`config.mk`:
```
export PLATFORM = sky130hd
export DESIGN_NAME = instr_decode_ctrl_flat
export DESIGN_NICKNAME = d
export VERILOG_FILES = /design/src/rtl/instr_decode_ctrl_if.sv /design/src/rtl/instr_decode_ctrl.sv /design/src/flat_wrapper.sv
export SDC_FILE = /design/constraint.sdc
export NUM_CORES = 1
export LEC_CHECK = 0
export ABC_AREA = 0
export BUFFER_PORTS_ARGS = -buffer_cell sky130_fd_sc_hd__buf_2
export CORE_AREA = 2 2 90 92
export DETAILED_ROUTE_END_ITERATION = 8
export DIE_AREA = 0 0 92 94
export GPL_TIMING_DRIVEN = 0
export PLACE_DENSITY = 0.78
export SYNTH_ARGS = -nofsm -noshare
export SYNTH_HDL_FRONTEND = slang
export SYNTH_SLANG_ARGS = --single-unit
```
`constraint.sdc`:
```
create_clock -name clk -period 2.6 [get_ports clk]
set_clock_uncertainty 0.1 [all_clocks]
set_input_delay 0 -clock clk [delete_from_list [all_inputs] [get_ports clk]]
set_output_delay 0 -clock clk [all_outputs]
set_load 0.02 [all_outputs]
```
`src/rtl/instr_decode_ctrl_if.sv`:
```
// instr_decode_ctrl_if -- fetch <-> decode/control handshake.
//   instr_in/instr_valid : fetched word and its qualifier (fetch -> decode)
//   pc_update            : one-cycle PC advance strobe (decode -> fetch)
//   jump/jump_reg/branch/inv_zero : PC steering, meaningful with pc_update
//   target/imm16         : IR fields the fetch unit uses to build the next PC
// master = fetch unit, slave = decode/control unit.
interface instr_decode_ctrl_if;
  logic [31:0] instr_in;
  logic        instr_valid;
  logic        pc_update;
  logic        jump;
  logic        jump_reg;
  logic        branch;
  logic        inv_zero;
  logic [25:0] target;
  logic [15:0] imm16;

  modport master (
    output instr_in, instr_valid,
    input  pc_update, jump, jump_reg, branch, inv_zero, target, imm16
  );

  modport slave (
    input  instr_in, instr_valid,
    output pc_update, jump, jump_reg, branch, inv_zero, target, imm16
  );
endinterface

```
`src/rtl/instr_decode_ctrl.sv`:
```
// instr_decode_ctrl -- multi-cycle MIPS-subset decode and control FSM.
// Sequences FETCH/DECODE/EXEC/MEM/WB, one pc_update pulse per instruction.
// Ports:
//   clk, reset      : clock, synchronous active-high reset
//   fetch (slave)   : instruction handshake and PC-steering flags
//   rs_addr/rt_addr : register read addresses (IR fields)
//   wb_addr         : write-back register number
//   alu_ctrl        : 000 ADD, 001 SUB, 010 XOR, 011 SLT
//   alu_src_imm, zero_ext, mem_we, mem_re, mem_to_reg, reg_we, link
//   illegal         : one-cycle pulse in EXEC on undefined opcode/funct
//   retired_cnt     : retired-instruction count
// Parameters: MEM_LAT (1..15) cycles in MEM, LINK_REG register written by JAL.
// Macro RETIRE_CNT_EN: build the retired-instruction counter; otherwise
// retired_cnt is tied to 0.
// All outputs are registered copies of a decode of the next state, so they
// behave as Moore outputs of the registered state/IR and are 0 after reset.
module instr_decode_ctrl #(
  parameter int unsigned MEM_LAT  = 1,
  parameter int unsigned LINK_REG = 31
) (
  input  logic                clk,
  input  logic                reset,
  instr_decode_ctrl_if.slave  fetch,
  output logic [4:0]          rs_addr,
  output logic [4:0]          rt_addr,
  output logic [4:0]          wb_addr,
  output logic [2:0]          alu_ctrl,
  output logic                alu_src_imm,
  output logic                zero_ext,
  output logic                mem_we,
  output logic                mem_re,
  output logic                mem_to_reg,
  output logic                reg_we,
  output logic                link,
  output logic                illegal,
  output logic [31:0]         retired_cnt
);

  localparam logic [3:0] MEM_LAST  = 4'(MEM_LAT - 1);
  localparam logic [4:0] LINK_ADDR = 5'(LINK_REG);

  typedef enum logic [2:0] {S_FETCH, S_DECODE, S_EXEC, S_MEM, S_WB} state_t;
  typedef enum logic [3:0] {
    C_ILL, C_ADD, C_SUB, C_SLT, C_JR, C_LW, C_SW, C_XORI, C_BEQ, C_BNE, C_J, C_JAL
  } cls_t;

  function automatic cls_t classify(input logic [31:0] ir);
    cls_t c;
    c = C_ILL;
    case (ir[31:26])
      6'h00: case (ir[5:0])
        6'h20:   c = C_ADD;
        6'h22:   c = C_SUB;
        6'h2A:   c = C_SLT;
        6'h08:   c = C_JR;
        default: c = C_ILL;
      endcase
      6'h23:   c = C_LW;
      6'h2B:   c = C_SW;
      6'h0E:   c = C_XORI;
      6'h04:   c = C_BEQ;
      6'h05:   c = C_BNE;
      6'h02:   c = C_J;
      6'h03:   c = C_JAL;
      default: c = C_ILL;
    endcase
    return c;
  endfunction

  state_t      state_q, state_d;
  logic [31:0] ir_q, ir_d;
  logic [3:0]  cnt_q, cnt_d;
  cls_t        cls_cur, cls_nxt;

  // next-state outputs
  logic        pc_update_d, jump_d, jump_reg_d, branch_d, inv_zero_d;
  logic [4:0]  wb_addr_d;
  logic [2:0]  alu_ctrl_d;
  logic        alu_src_imm_d, zero_ext_d, mem_we_d, mem_re_d;
  logic        mem_to_reg_d, reg_we_d, link_d, illegal_d;

  always_comb begin
    state_d = state_q;
    ir_d    = ir_q;
    cnt_d   = cnt_q;
    cls_cur = classify(ir_q);
    case (state_q)
      S_FETCH: if (fetch.instr_valid) begin
        ir_d    = fetch.instr_in;
        state_d = S_DECODE;
      end
      S_DECODE: state_d = S_EXEC;
      S_EXEC: begin
        cnt_d = '0;
        case (cls_cur)
          C_LW, C_SW:                        state_d = S_MEM;
          C_ADD, C_SUB, C_SLT, C_XORI, C_JAL: state_d = S_WB;
          default:                           state_d = S_FETCH;
        endcase
      end
      S_MEM: begin
        if (cnt_q == MEM_LAST) state_d = (cls_cur == C_LW) ? S_WB : S_FETCH;
        else                   cnt_d   = cnt_q + 4'd1;
      end
      S_WB:    state_d = S_FETCH;
      default: state_d = S_FETCH;
    endcase
  end

  // Output decode of the state being entered; registered below.
  always_comb begin
    cls_nxt       = classify(ir_d);
    pc_update_d   = 1'b0;
    jump_d        = 1'b0;
    jump_reg_d    = 1'b0;
    branch_d      = 1'b0;
    inv_zero_d    = 1'b0;
    wb_addr_d     = '0;
    alu_ctrl_d    = 3'b000;
    alu_src_imm_d = 1'b0;
    zero_ext_d    = 1'b0;
    mem_we_d      = 1'b0;
    mem_re_d      = 1'b0;
    mem_to_reg_d  = 1'b0;
    reg_we_d      = 1'b0;
    link_d        = 1'b0;
    illegal_d     = 1'b0;

    if (state_d == S_EXEC) begin
      pc_update_d = 1'b1;
      jump_d      = (cls_nxt == C_J) || (cls_nxt == C_JAL);
      jump_reg_d  = (cls_nxt == C_JR);
      branch_d    = (cls_nxt == C_BEQ) || (cls_nxt == C_BNE);
      inv_zero_d  = (cls_nxt == C_BNE);
      illegal_d   = (cls_nxt == C_ILL);
    end

    if (state_d == S_EXEC || state_d == S_MEM || state_d == S_WB) begin
      case (cls_nxt)
        C_SUB, C_BEQ, C_BNE: alu_ctrl_d = 3'b001;
        C_XORI:              alu_ctrl_d = 3'b010;
        C_SLT:               alu_ctrl_d = 3'b011;
        default:             alu_ctrl_d = 3'b000;
      endcase
      alu_src_imm_d = (cls_nxt == C_LW) || (cls_nxt == C_SW) || (cls_nxt == C_XORI);
      zero_ext_d    = (cls_nxt == C_XORI);
      case (cls_nxt)
        C_ADD, C_SUB, C_SLT: wb_addr_d = ir_d[15:11];
        C_LW, C_XORI:        wb_addr_d = ir_d[20:16];
        C_JAL:               wb_addr_d = LINK_ADDR;
        default:             wb_addr_d = '0;
      endcase
    end

    if (state_d == S_MEM) begin
      mem_we_d = (cls_nxt == C_SW) && (cnt_d == 4'd0);
      mem_re_d = (cls_nxt == C_LW);
    end

    if (state_d == S_WB) begin
      reg_we_d     = (wb_addr_d != 5'd0);  // $0 writes are dropped
      mem_to_reg_d = (cls_nxt == C_LW);
      link_d       = (cls_nxt == C_JAL);
    end
  end

  always_ff @(posedge clk) begin
    if (reset) begin
      state_q           <= S_FETCH;
      ir_q              <= '0;
      cnt_q             <= '0;
      fetch.pc_update   <= 1'b0;
      fetch.jump        <= 1'b0;
      fetch.jump_reg    <= 1'b0;
      fetch.branch      <= 1'b0;
      fetch.inv_zero    <= 1'b0;
      fetch.target      <= '0;
      fetch.imm16       <= '0;
      rs_addr           <= '0;
      rt_addr           <= '0;
      wb_addr           <= '0;
      alu_ctrl          <= '0;
      alu_src_imm       <= 1'b0;
      zero_ext          <= 1'b0;
      mem_we            <= 1'b0;
      mem_re            <= 1'b0;
      mem_to_reg        <= 1'b0;
      reg_we            <= 1'b0;
      link              <= 1'b0;
      illegal           <= 1'b0;
    end else begin
      state_q           <= state_d;
      ir_q              <= ir_d;
      cnt_q             <= cnt_d;
      fetch.pc_update   <= pc_update_d;
      fetch.jump        <= jump_d;
      fetch.jump_reg    <= jump_reg_d;
      fetch.branch      <= branch_d;
      fetch.inv_zero    <= inv_zero_d;
      fetch.target      <= ir_d[25:0];
      fetch.imm16       <= ir_d[15:0];
      rs_addr           <= ir_d[25:21];
      rt_addr           <= ir_d[20:16];
      wb_addr           <= wb_addr_d;
      alu_ctrl          <= alu_ctrl_d;
      alu_src_imm       <= alu_src_imm_d;
      zero_ext          <= zero_ext_d;
      mem_we            <= mem_we_d;
      mem_re            <= mem_re_d;
      mem_to_reg        <= mem_to_reg_d;
      reg_we            <= reg_we_d;
      link              <= link_d;
      illegal           <= illegal_d;
    end
  end

`ifdef RETIRE_CNT_EN
  logic [31:0] ret_cnt_q;
  logic        retire;

  // Final cycle of a legal instruction: EXEC for control transfers, last MEM
  // cycle for SW, WB for everything that writes back (even to $0).
  always_comb begin
    retire = 1'b0;
    case (state_q)
      S_EXEC:  retire = (cls_cur == C_J) || (cls_cur == C_JR) ||
                        (cls_cur == C_BEQ) || (cls_cur == C_BNE);
      S_MEM:   retire = (cls_cur == C_SW) && (cnt_q == MEM_LAST);
      S_WB:    retire = 1'b1;
      default: retire = 1'b0;
    endcase
  end

  always_ff @(posedge clk) begin
    if (reset)       ret_cnt_q <= '0;
    else if (retire) ret_cnt_q <= ret_cnt_q + 32'd1;
  end

  assign retired_cnt = ret_cnt_q;
`else
  assign retired_cnt = '0;
`endif

endmodule

```
`src/flat_wrapper.sv`:
```
// flat-port wrapper written by rule: the top's interface ports become plain ports
module instr_decode_ctrl_flat 
#(
  parameter int unsigned MEM_LAT  = 1,
  parameter int unsigned LINK_REG = 31
)
  (clk, reset, rs_addr, rt_addr, wb_addr, alu_ctrl, alu_src_imm, zero_ext, mem_we, mem_re, mem_to_reg, reg_we, link, illegal, retired_cnt, fetch_instr_in, fetch_instr_valid, fetch_pc_update, fetch_jump, fetch_jump_reg, fetch_branch, fetch_inv_zero, fetch_target, fetch_imm16);
  instr_decode_ctrl_if fetch_i ();
  input  logic clk;
  input  logic reset;
  output logic [4:0] rs_addr;
  output logic [4:0] rt_addr;
  output logic [4:0] wb_addr;
  output logic [2:0] alu_ctrl;
  output logic alu_src_imm;
  output logic zero_ext;
  output logic mem_we;
  output logic mem_re;
  output logic mem_to_reg;
  output logic reg_we;
  output logic link;
  output logic illegal;
  output logic [31:0] retired_cnt;
  input wire logic [$bits(fetch_i.instr_in)-1:0] fetch_instr_in;
  input wire logic [$bits(fetch_i.instr_valid)-1:0] fetch_instr_valid;
  output wire logic [$bits(fetch_i.pc_update)-1:0] fetch_pc_update;
  output wire logic [$bits(fetch_i.jump)-1:0] fetch_jump;
  output wire logic [$bits(fetch_i.jump_reg)-1:0] fetch_jump_reg;
  output wire logic [$bits(fetch_i.branch)-1:0] fetch_branch;
  output wire logic [$bits(fetch_i.inv_zero)-1:0] fetch_inv_zero;
  output wire logic [$bits(fetch_i.target)-1:0] fetch_target;
  output wire logic [$bits(fetch_i.imm16)-1:0] fetch_imm16;
  assign fetch_i.instr_in = fetch_instr_in;
  assign fetch_i.instr_valid = fetch_instr_valid;
  assign fetch_pc_update = fetch_i.pc_update;
  assign fetch_jump = fetch_i.jump;
  assign fetch_jump_reg = fetch_i.jump_reg;
  assign fetch_branch = fetch_i.branch;
  assign fetch_inv_zero = fetch_i.inv_zero;
  assign fetch_target = fetch_i.target;
  assign fetch_imm16 = fetch_i.imm16;
  instr_decode_ctrl #(.MEM_LAT(MEM_LAT), .LINK_REG(LINK_REG)) u_core (.clk(clk), .reset(reset), .fetch(fetch_i), .rs_addr(rs_addr), .rt_addr(rt_addr), .wb_addr(wb_addr), .alu_ctrl(alu_ctrl), .alu_src_imm(alu_src_imm), .zero_ext(zero_ext), .mem_we(mem_we), .mem_re(mem_re), .mem_to_reg(mem_to_reg), .reg_we(reg_we), .link(link), .illegal(illegal), .retired_cnt(retired_cnt));
endmodule
```
Word level (Yosys, flattened, before mapping)
Index checks and enable logic that the tools add are counted.
{"block": "totals", "ff_bits": 112, "latchBits": 0, "mem_bits_rw": 0, "mem_bits_ro": 0, "inputBits": 35, "out_inout_bits": 105, "elab_cells": 113, "n_memories": 0}
{"block": "classes", "n_addsub": 1, "multipliers": 0, "n_div": 0, "magnitude_cmp": 0, "eq_ne": 46, "shifts": 0, "muxes": 17, "bitwise": 4, "reduce_logical": 23}
{"operator": "32-bit 2-to-1 mux", "n": 2}
{"operator": "4-bit one-hot mux with 8 select lines", "n": 2}
{"operator": "6-bit == test (second input constant)", "n": 10}
{"operator": "3-bit one-hot mux with 4 select lines", "n": 3}
{"operator": "4-bit by 3-bit == test with 1-bit output (second input constant)", "n": 7}
{"operator": "6-bit by 2-bit == test with 1-bit output (second input constant)", "n": 4}
{"operator": "6-bit by 3-bit == test with 1-bit output (second input constant)", "n": 4}
{"operator": "6-bit by 4-bit == test with 1-bit output (second input constant)", "n": 4}
{"operator": "4-bit == test (second input constant)", "n": 5}
{"operator": "4-bit by 2-bit == test with 1-bit output (second input constant)", "n": 4}
{"operator": "5-bit one-hot mux with 3 select lines", "n": 1}
{"operator": "3-bit by 2-bit == test with 1-bit output (second input constant)", "n": 4}
{"operator": "4-bit zero test", "n": 3}
{"operator": "6-bit zero test", "n": 2}
{"operator": "2-bit OR reduction", "n": 6}
{"operator": "3-bit 2-to-1 mux", "n": 3}
{"operator": "4-bit by 1-bit == test with 1-bit output (second input constant)", "n": 2}
{"operator": "4-bit one-hot mux with 2 select lines", "n": 1}
{"operator": "1-bit logical OR", "n": 6}
{"operator": "2-bit one-hot mux with 3 select lines", "n": 1}
{"operator": "3-bit one-hot mux with 2 select lines", "n": 1}
{"operator": "3-bit OR reduction", "n": 2}
{"operator": "5-bit 2-to-1 mux", "n": 1}
{"operator": "5-bit nonzero test", "n": 1}
{"operator": "other kinds (9)", "n": 12}

Logic depth before layout (Yosys ltp)
Gate-level depths: netlist (run 1).
{"block": "depth", "ltp_word": 12, "depth_mapped": 8, "mapped_depth_nobuf": 8}

Least setup slack after synthesis (run 1)
No wires, ideal clock.
{"block": "synth_path", "path_type": "register -> register", "from": "register u_core.cnt_q[0]", "to": "register u_core.alu_ctrl[1]", "setup_ps": 133, "arrival_time_ps": 1864, "required_time_ps": 2367, "slack_ps": 504, "path_stages_with_launch": 9, "n_path_buf": 0, "period_less_slack_ps": 2096, "path_cell_list": "dfxtp_1 -> inv_1 -> ha_1 -> or3b_2 -> o21ai_0 -> a31oi_1 -> nor3_1 -> a211oi_4 -> nor4b_2"}
{"block": "synth_between", "elab_chain_len": 8, "elab_cells_between_ends": 10, "cone_classes": "3 x eq/ne; 2 x mux; 1 x bitwise; 4 x reduce/logical"}
{"item": "start: declaration", "line": "instr_decode_ctrl.sv:72", "source": "logic [3:0] cnt_q, cnt_d;"}
{"item": "start signal: assignment", "line": "instr_decode_ctrl.sv:194", "source": "cnt_q <= cnt_d;"}
{"item": "4-bit zero test (*)", "line": "instr_decode_ctrl.sv:102", "source": "if (cnt_q == MEM_LAST) state_d = (cls_cur == C_LW) ? S_WB : S_FETCH;"}
{"item": "3-bit 2-to-1 mux (*)", "line": "instr_decode_ctrl.sv:102"}
{"item": "3-bit one-hot mux with 4 select lines (*)", "line": "instr_decode_ctrl.sv:87", "source": "case (state_q)"}
{"item": "3-bit by 2-bit == test with 1-bit output", "line": "instr_decode_ctrl.sv:138", "source": "if (state_d == S_EXEC || state_d == S_MEM || state_d == S_WB) begin"}
{"item": "1-bit logical OR", "line": "instr_decode_ctrl.sv:138"}
{"item": "1-bit logical OR (*)", "line": "instr_decode_ctrl.sv:138"}
{"item": "1-bit inverter (no line) (*)"}
{"item": "2-bit OR reduction (no line) (*)"}
{"item": "end signal: assignment", "line": "instr_decode_ctrl.sv:205", "source": "alu_ctrl <= alu_ctrl_d;"}
{"item": "end: declaration", "line": "instr_decode_ctrl.sv:27", "source": "output logic [2:0] alu_ctrl,"}
Every way passes the cells marked *; elsewhere a longest branch is shown, timed or not.
A chain may end at the register's enable or synchronous reset.

Worst setup path in the final report (run 1)
{"block": "layout_path", "from": "register u_core.state_q[2]", "to": "register u_core.alu_ctrl[1]"}
{"block": "layout_between", "elab_chain_len": 8, "elab_cells_between_ends": 36, "cone_classes": "22 x eq/ne; 7 x mux; 1 x bitwise; 6 x reduce/logical"}
{"item": "start: declaration", "line": "instr_decode_ctrl.sv:70", "source": "state_t state_q, state_d;"}
{"item": "start signal: assignment", "line": "instr_decode_ctrl.sv:192", "source": "state_q <= state_d;"}
{"item": "3-bit zero test", "line": "instr_decode_ctrl.sv:87"}
{"item": "32-bit 2-to-1 mux", "line": "instr_decode_ctrl.sv:87"}
{"item": "6-bit by 4-bit == test with 1-bit output / 6-bit == test (equally long branches)", "line": "instr_decode_ctrl.sv:51", "source": "6'h00: case (ir[5:0])"}
{"item": "3-bit one-hot mux with 4 select lines", "line": "instr_decode_ctrl.sv:51"}
{"item": "4-bit one-hot mux with 8 select lines", "line": "instr_decode_ctrl.sv:50", "source": "case (ir[31:26])"}
{"item": "4-bit by 2-bit == test with 1-bit output / 4-bit == test (equally long branches)", "line": "instr_decode_ctrl.sv:139", "source": "case (cls_nxt)"}
{"item": "3-bit OR reduction", "line": "instr_decode_ctrl.sv:139"}
{"item": "2-bit one-hot mux with 3 select lines", "line": "instr_decode_ctrl.sv:139"}
Several ways; a longest one is shown, not always the timed one.

==> results of run 1 <==
==> kinds of logic (layout without fill, tap and decap cells) <==
logic type,count (synthesis),in the layout,synth area share (%)
AOI/OAI and AO/OA,90,90,16.3
xor gates and xnor gates,4,4,0.963
adders and majority gates,2,2,0.687
buffers and inverters,118,270,21.7
DFF,59,59,32.5
muxes,6,6,1.65
other,1,33,0.103
and+or+nand+nor,183,183,26.2
==> what timing repair did <==
item	in CTS	in global routing
gates resized for setup	0	7
hold buffers	32	0
hold endpoints to repair	44	0
endpoints found under the setup margin	0	28
setup buffers	0	0
==> per-stage QoR <==
stage	hold slack, ps	cell area, um^2	std cells
floorplan	-12.4	3760	495
global placement	143	4410	701
detailed placement	149	4410	701
CTS	3.89	4950	749
global route	60.1	4960	749
finish	29.1	4960	749
==> final timing paths <==
kind	start	end	cells past startpoint
worst min register to register	u_core.ir_q[8]	u_core.ir_q[8]	2
worst max-delay path	u_core.state_q[2]	u_core.alu_ctrl[1]	6
worst min-delay path	fetch_instr_in[27]	u_core.ir_q[27]	3
worst max register to register	u_core.state_q[2]	u_core.alu_ctrl[1]	6
==> where the power goes <==
group | internal [W] | switching [W] | total, W
clock network | 0.000567 | 0.000385 | 0.000952
registers | 0.000940 | 0.0000367 | 0.000977
logic | 0.000276 | 0.000362 | 0.000638
total | 0.00178 | 0.000784 | 0.00257
==> critical path, cell delays in order (launching register included) <==
cell,delay [ps]
dfxtp_1,390
or4b_1,540
buf_2,200
buf_2,220
buf_1,260
a211oi_1,520
nor4b_2,110
==> routing by layer <==
layer / track usage, % / vias to the layer above
li1: - / 1844
met1: 31.0 / 1725
met2: 41.4 / 152
met3: 4.82 / 24
met4: 8.83 / 0
met5: 0 / -
==> area by class of cell <==
type                    instances  area (um^2)
fillers                       644         2650
multi-input cells             318         1800
flip-flops and latches         59         1180
repair buffers                136          841
plain buffers                 112          769
clock buffers                  12          145
well taps                     102          128
clock inverters                 4         73.8
inverters                       6         22.5
==> placed cells by master (no fill, tap or decap), types with 6 or more instances in the layout <==
cell           synthesis  final
buf_2                  9    113
buf_4                 85     85
nand2_1               61     61
dfxtp_1               59     59
a21oi_1               42     42
nor2_1                38     38
conb_1                 1     33
dlygate4sd3_1          0     32
nor3_1                14     14
clkbuf_1              12     12
clkbuf_8               0     10
o21ai_0                8      8
nor2b_1                7      7
nand3_1                7      7
inv_1                  6      6
nand2b_1               6      6
mux2i_1                6      6
and2_1                 6      6
a22oi_1                6      6
o31a_1                 6      6
==> results.sh, run 1 <==
export IMPL_status="finished, final reports clean"
export IMPL_hold_viol=0
export IMPL_slew_viol_final=0
export IMPL_gp_congestion=0.923
export IMPL_powerDensity_nw_per_um2=517
export IMPL_via_per_inst=5.00
export IMPL_fin_tns_setup_ps=0
export IMPL_htreeDepth=3
export IMPL_insertion_delay_ps=350
export IMPL_ioPinCount=140
export IMPL_largest_reg_flops=32
export IMPL_synth_area_leader_cell="dfxtp_1"
export IMPL_die_area_um2=8650
export IMPL_period_needed_ps=2470
export IMPL_async_reset_ff_share_pct=0
export IMPL_synth_edf_count=0
export IMPL_cts_made_buffers=9
export IMPL_period_share_pct=94.9
export IMPL_antenna_found_initial=0
export IMPL_synthDominantCellAreaShare_pct=32.5
export IMPL_pre_cts_ws_ps=56.2
export IMPL_maxSlewHeadroom_pct=47.6
export IMPL_fin_util_pct=65.2
export IMPL_drtIter0Drc=210
export IMPL_end_kind="flip-flop"
export IMPL_port_buffers=104
export IMPL_grt_pass1_vias=3558
export IMPL_yosysMostFrequentCell="buf_4"
export IMPL_dr_wl_met2_mm=5.03
export IMPL_wl_met1_mm=4.68
export IMPL_cts_num_sinks=59
export IMPL_top_layer="met4"
export IMPL_drv_cap=0
export IMPL_die_h_um=94
export IMPL_fmax_mhz=405
export IMPL_start_util_pct=47.8
export IMPL_postRouteAntennaNets=0
export IMPL_drc_errors=0
export IMPL_clkTransAtPathRegs_ps=70
export IMPL_worstMarginPinSlew_ps=767
export IMPL_top_register="u_core.ir_q"
export IMPL_ys_seq_elements=59
export IMPL_synth_main_ff_cell="dfxtp_1"
export IMPL_fin_nets=679
export IMPL_root_buffer="clkbuf_8"
export IMPL_setup_ws_ps=133
export IMPL_dp_hpwl_mm=7.47
export IMPL_cp_required_ps=2710
export IMPL_setup_violations_final=0
export IMPL_syn2layout_area_growth_pct=36.3
export IMPL_synth_common_cells="buf_4, nand2_1, dfxtp_1, a21oi_1, nor2_1"
export IMPL_cts_max_path_buffers=2
export IMPL_seq_area_frac_synth_pct=32.5
export IMPL_grt_max_degree=11
export IMPL_hp_class="input port to flip-flop"
export IMPL_yosys_warnings=0
export IMPL_synth_cell_type_count=57
export IMPL_die_w_um=92
export IMPL_grt_use_total_pct=24.5
export IMPL_avgSynthCellArea_um2=7.86
export IMPL_top_regs="u_core.ir_q (32), u_core.wb_addr (5), u_core.cnt_q (4)"
export IMPL_netlist_area_um2=3640
export IMPL_max_vdd_ir_drop_mv=0.325
export IMPL_grt_overflow=0
export IMPL_crit_type="flip-flop to flip-flop"
export IMPL_drive_gt1_share_pct=35.5
export IMPL_leakagePower_nw=2.38
export IMPL_startpoint_type="flip-flop"
export IMPL_firstDrtPassIters=5
export IMPL_num_rows=32
export IMPL_n_antenna_cell=0
export IMPL_wirelength_mm=10.6
export IMPL_routedWlPerCell_um=14.1
export IMPL_cts_tree="done"
export IMPL_grt_setup_unrepaired="false"
export IMPL_vias=3745
export IMPL_core_um2=7610
export IMPL_finalPower_w=0.00257
export IMPL_ys_top_cells_by_area="dfxtp_1, buf_4, nand2_1, a21oi_1, nor2_1"
export IMPL_r2r_setup_slack_ps=130
export IMPL_synthCells=463
export IMPL_met3_length_um=628
export IMPL_crit_arrival_ps=2580
export IMPL_grt_pass1_wl_mm=16.8
export IMPL_critPathMaxFanout=10
(Power assumes the default switching activity.)
==> run 2: changes to the inputs <==
- RECOVER_POWER: not set -> 100
==> run 2 against run 1 <==
Against the previous run:
- flip-flop and latch count is the same
- worst hold slack improved by 7.9 ps
- cell area fell by 1.8%
- via count decreased by 0.16%
- register-to-register slack about the same
- sequential share of layout area rose by 0.43 points
- total power fell by 0.66%
- clock power is essentially flat
- global-route usage is the same
- cell count did not move
- maximum frequency decreased by 0.17%
- largest power group unchanged
==> results.sh, run 2 (synthesis gave the netlist of run 1 again) <==
export IMPL_cts_tree="done"
export IMPL_drc_errors=0
export IMPL_port_buffers=104
export IMPL_grt_setup_unrepaired="false"
export IMPL_n_antenna_cell=0
export IMPL_root_buffer="clkbuf_8"
export IMPL_period_needed_ps=2470
export IMPL_die_h_um=94
export IMPL_worstMarginPinSlew_ps=780
export IMPL_startpoint_type="flip-flop"
export IMPL_crit_arrival_ps=2580
export IMPL_final_cell_mix="clkbuf_1, buf_4, nand2_1"
export IMPL_grt_overflow=0
export IMPL_cp_slowest_stage_delay_ps=540
export IMPL_die_area_um2=8650
export IMPL_hp_class="input port to flip-flop"
export IMPL_status="finished, final reports clean"
export IMPL_maxSlewHeadroom_pct=46.6
export IMPL_drive_gt1_share_pct=24.6
export IMPL_clkTransAtPathRegs_ps=70
export IMPL_critPathMaxFanout=10
export IMPL_end_kind="flip-flop"
export IMPL_core_um2=7610
export IMPL_num_rows=32
export IMPL_top_register="u_core.ir_q"
export IMPL_max_vdd_ir_drop_mv=0.322
export IMPL_die_w_um=92
export IMPL_whs_ps=36.9
export IMPL_dp_hpwl_mm=7.47
export IMPL_insertion_delay_ps=350
export IMPL_cts_num_sinks=59
export IMPL_via_per_inst=4.99
export IMPL_drtIter0Drc=193
export IMPL_ioPinCount=140
export IMPL_top_regs="u_core.ir_q (32), u_core.wb_addr (5), u_core.cnt_q (4)"
export IMPL_cp_common_cell="buf_2"
export IMPL_period_share_pct=95.1
export IMPL_worst_path_max_delay_cell="or4b_1"
export IMPL_grt_pass1_wl_mm=16.8
export IMPL_cp_top_family="buffers and inverters"
export IMPL_grt_max_degree=11
export IMPL_wirelength_mm=10.6
export IMPL_grt_use_total_pct=24.5
export IMPL_fin_nets=679
export IMPL_hold_viol=0
export IMPL_fillers=682
export IMPL_drv_cap=0
export IMPL_routedWlPerCell_um=14.1
export IMPL_pre_cts_ws_ps=56.2
export IMPL_crit_chain="or4b_1 -> buf_2 -> buf_2 -> clkbuf_1 -> a211oi_1 -> nor4b_2"
export IMPL_cts_max_path_buffers=2
export IMPL_finalPower_w=0.00255
export IMPL_gp_congestion=0.923
export IMPL_powerDensity_nw_per_um2=523
export IMPL_critPathBufInv=3
export IMPL_vias=3739
export IMPL_place_inst=701
export IMPL_firstDrtPassIters=5
export IMPL_setup_violations_final=0
export IMPL_cts_made_buffers=9
export IMPL_final_common_cell="clkbuf_1"
export IMPL_largest_reg_flops=32
export IMPL_fin_tns_setup_ps=0
export IMPL_postRouteAntennaNets=0
export IMPL_syn2layout_area_growth_pct=33.9
export IMPL_cp_required_ps=2710
export IMPL_fmax_mhz=405
export IMPL_grt_pass1_vias=3558
export IMPL_stdcell_count=749
export IMPL_start_util_pct=47.8
export IMPL_antenna_found_initial=0
export IMPL_crit_type="flip-flop to flip-flop"
export IMPL_leakagePower_nw=2.09
export IMPL_setup_ws_ps=128
export IMPL_slew_viol_final=0
export IMPL_htreeDepth=3
[run 2: cell count changes in the layout (fill, tap and decap cells not counted), sizes merged]
cell / previous run / this run
buf: 203 / 129
clkbuf: 25 / 99
[run 2: final timing paths]
kind                                    startpoint            endpoint  slack [ps]  depth (start not counted)
worst max-delay path             u_core.state_q[2]  u_core.alu_ctrl[1]         130                          6
worst min-delay path            fetch_instr_in[27]     u_core.ir_q[27]          40                          3
worst max register to register   u_core.state_q[2]  u_core.alu_ctrl[1]         130                          6
worst min register to register     u_core.ir_q[25]     u_core.ir_q[25]         380                          2
[run 2: cell type report]
cell class	count	area, um^2	area share [%]
Multi-Input combinational cell	318	1800	37.0
Buffer	112	769	15.8
Clock inverter	4	73.8	1.51
Inverter	6	22.5	0.462
Sequential cell	59	1180	24.2
Timing Repair Buffer	136	752	15.4
Clock buffer	12	145	2.98
Tap cell	102	128	2.62
[run 2: where the power goes]
part           switching (W)  leakage [nW]  internal, W  total [W]
logic               0.000363          1.50     0.000262   0.000624
clock network       0.000382         0.111     0.000567   0.000949
registers          0.0000366         0.481     0.000940   0.000977
[run 2: what timing repair did]
action	in CTS	in global routing
gates resized for setup	0	7
endpoints found under the setup margin	0	28
setup buffers	0	0
hold buffers	32	0
endpoints found under the hold margin	44	0
[run 2: metrics by stage]
| step | utilization [%] | area (um^2) |
|---|---|---|
| 3_5_place_dp | 57.9 | 4410 |
| 3_3_place_gp | 57.9 | 4410 |
| 4_1_cts | 65.0 | 4950 |
| 6_report | 64.1 | 4870 |
| 5_1_grt | 64.1 | 4870 |
| 2_1_floorplan | - | 3760 |
[run 2: worst reg2reg max path, cell delays in order, from the launching register on]
cell	delay (ps)
dfxtp_1	390
or4b_1	540
buf_2	200
buf_2	220
clkbuf_1	260
a211oi_1	520
nor4b_2	110
[run 2: metal layers]
metal  vias to the layer above  share of wire, %  global-route usage, %
li1                       1840                 -                      -
met5                         -                 0                      0
met1                      1710                44                   31.0
met2                       167                47                   41.4
met4                         0               2.1                   8.83
met3                        22               7.0                   4.82
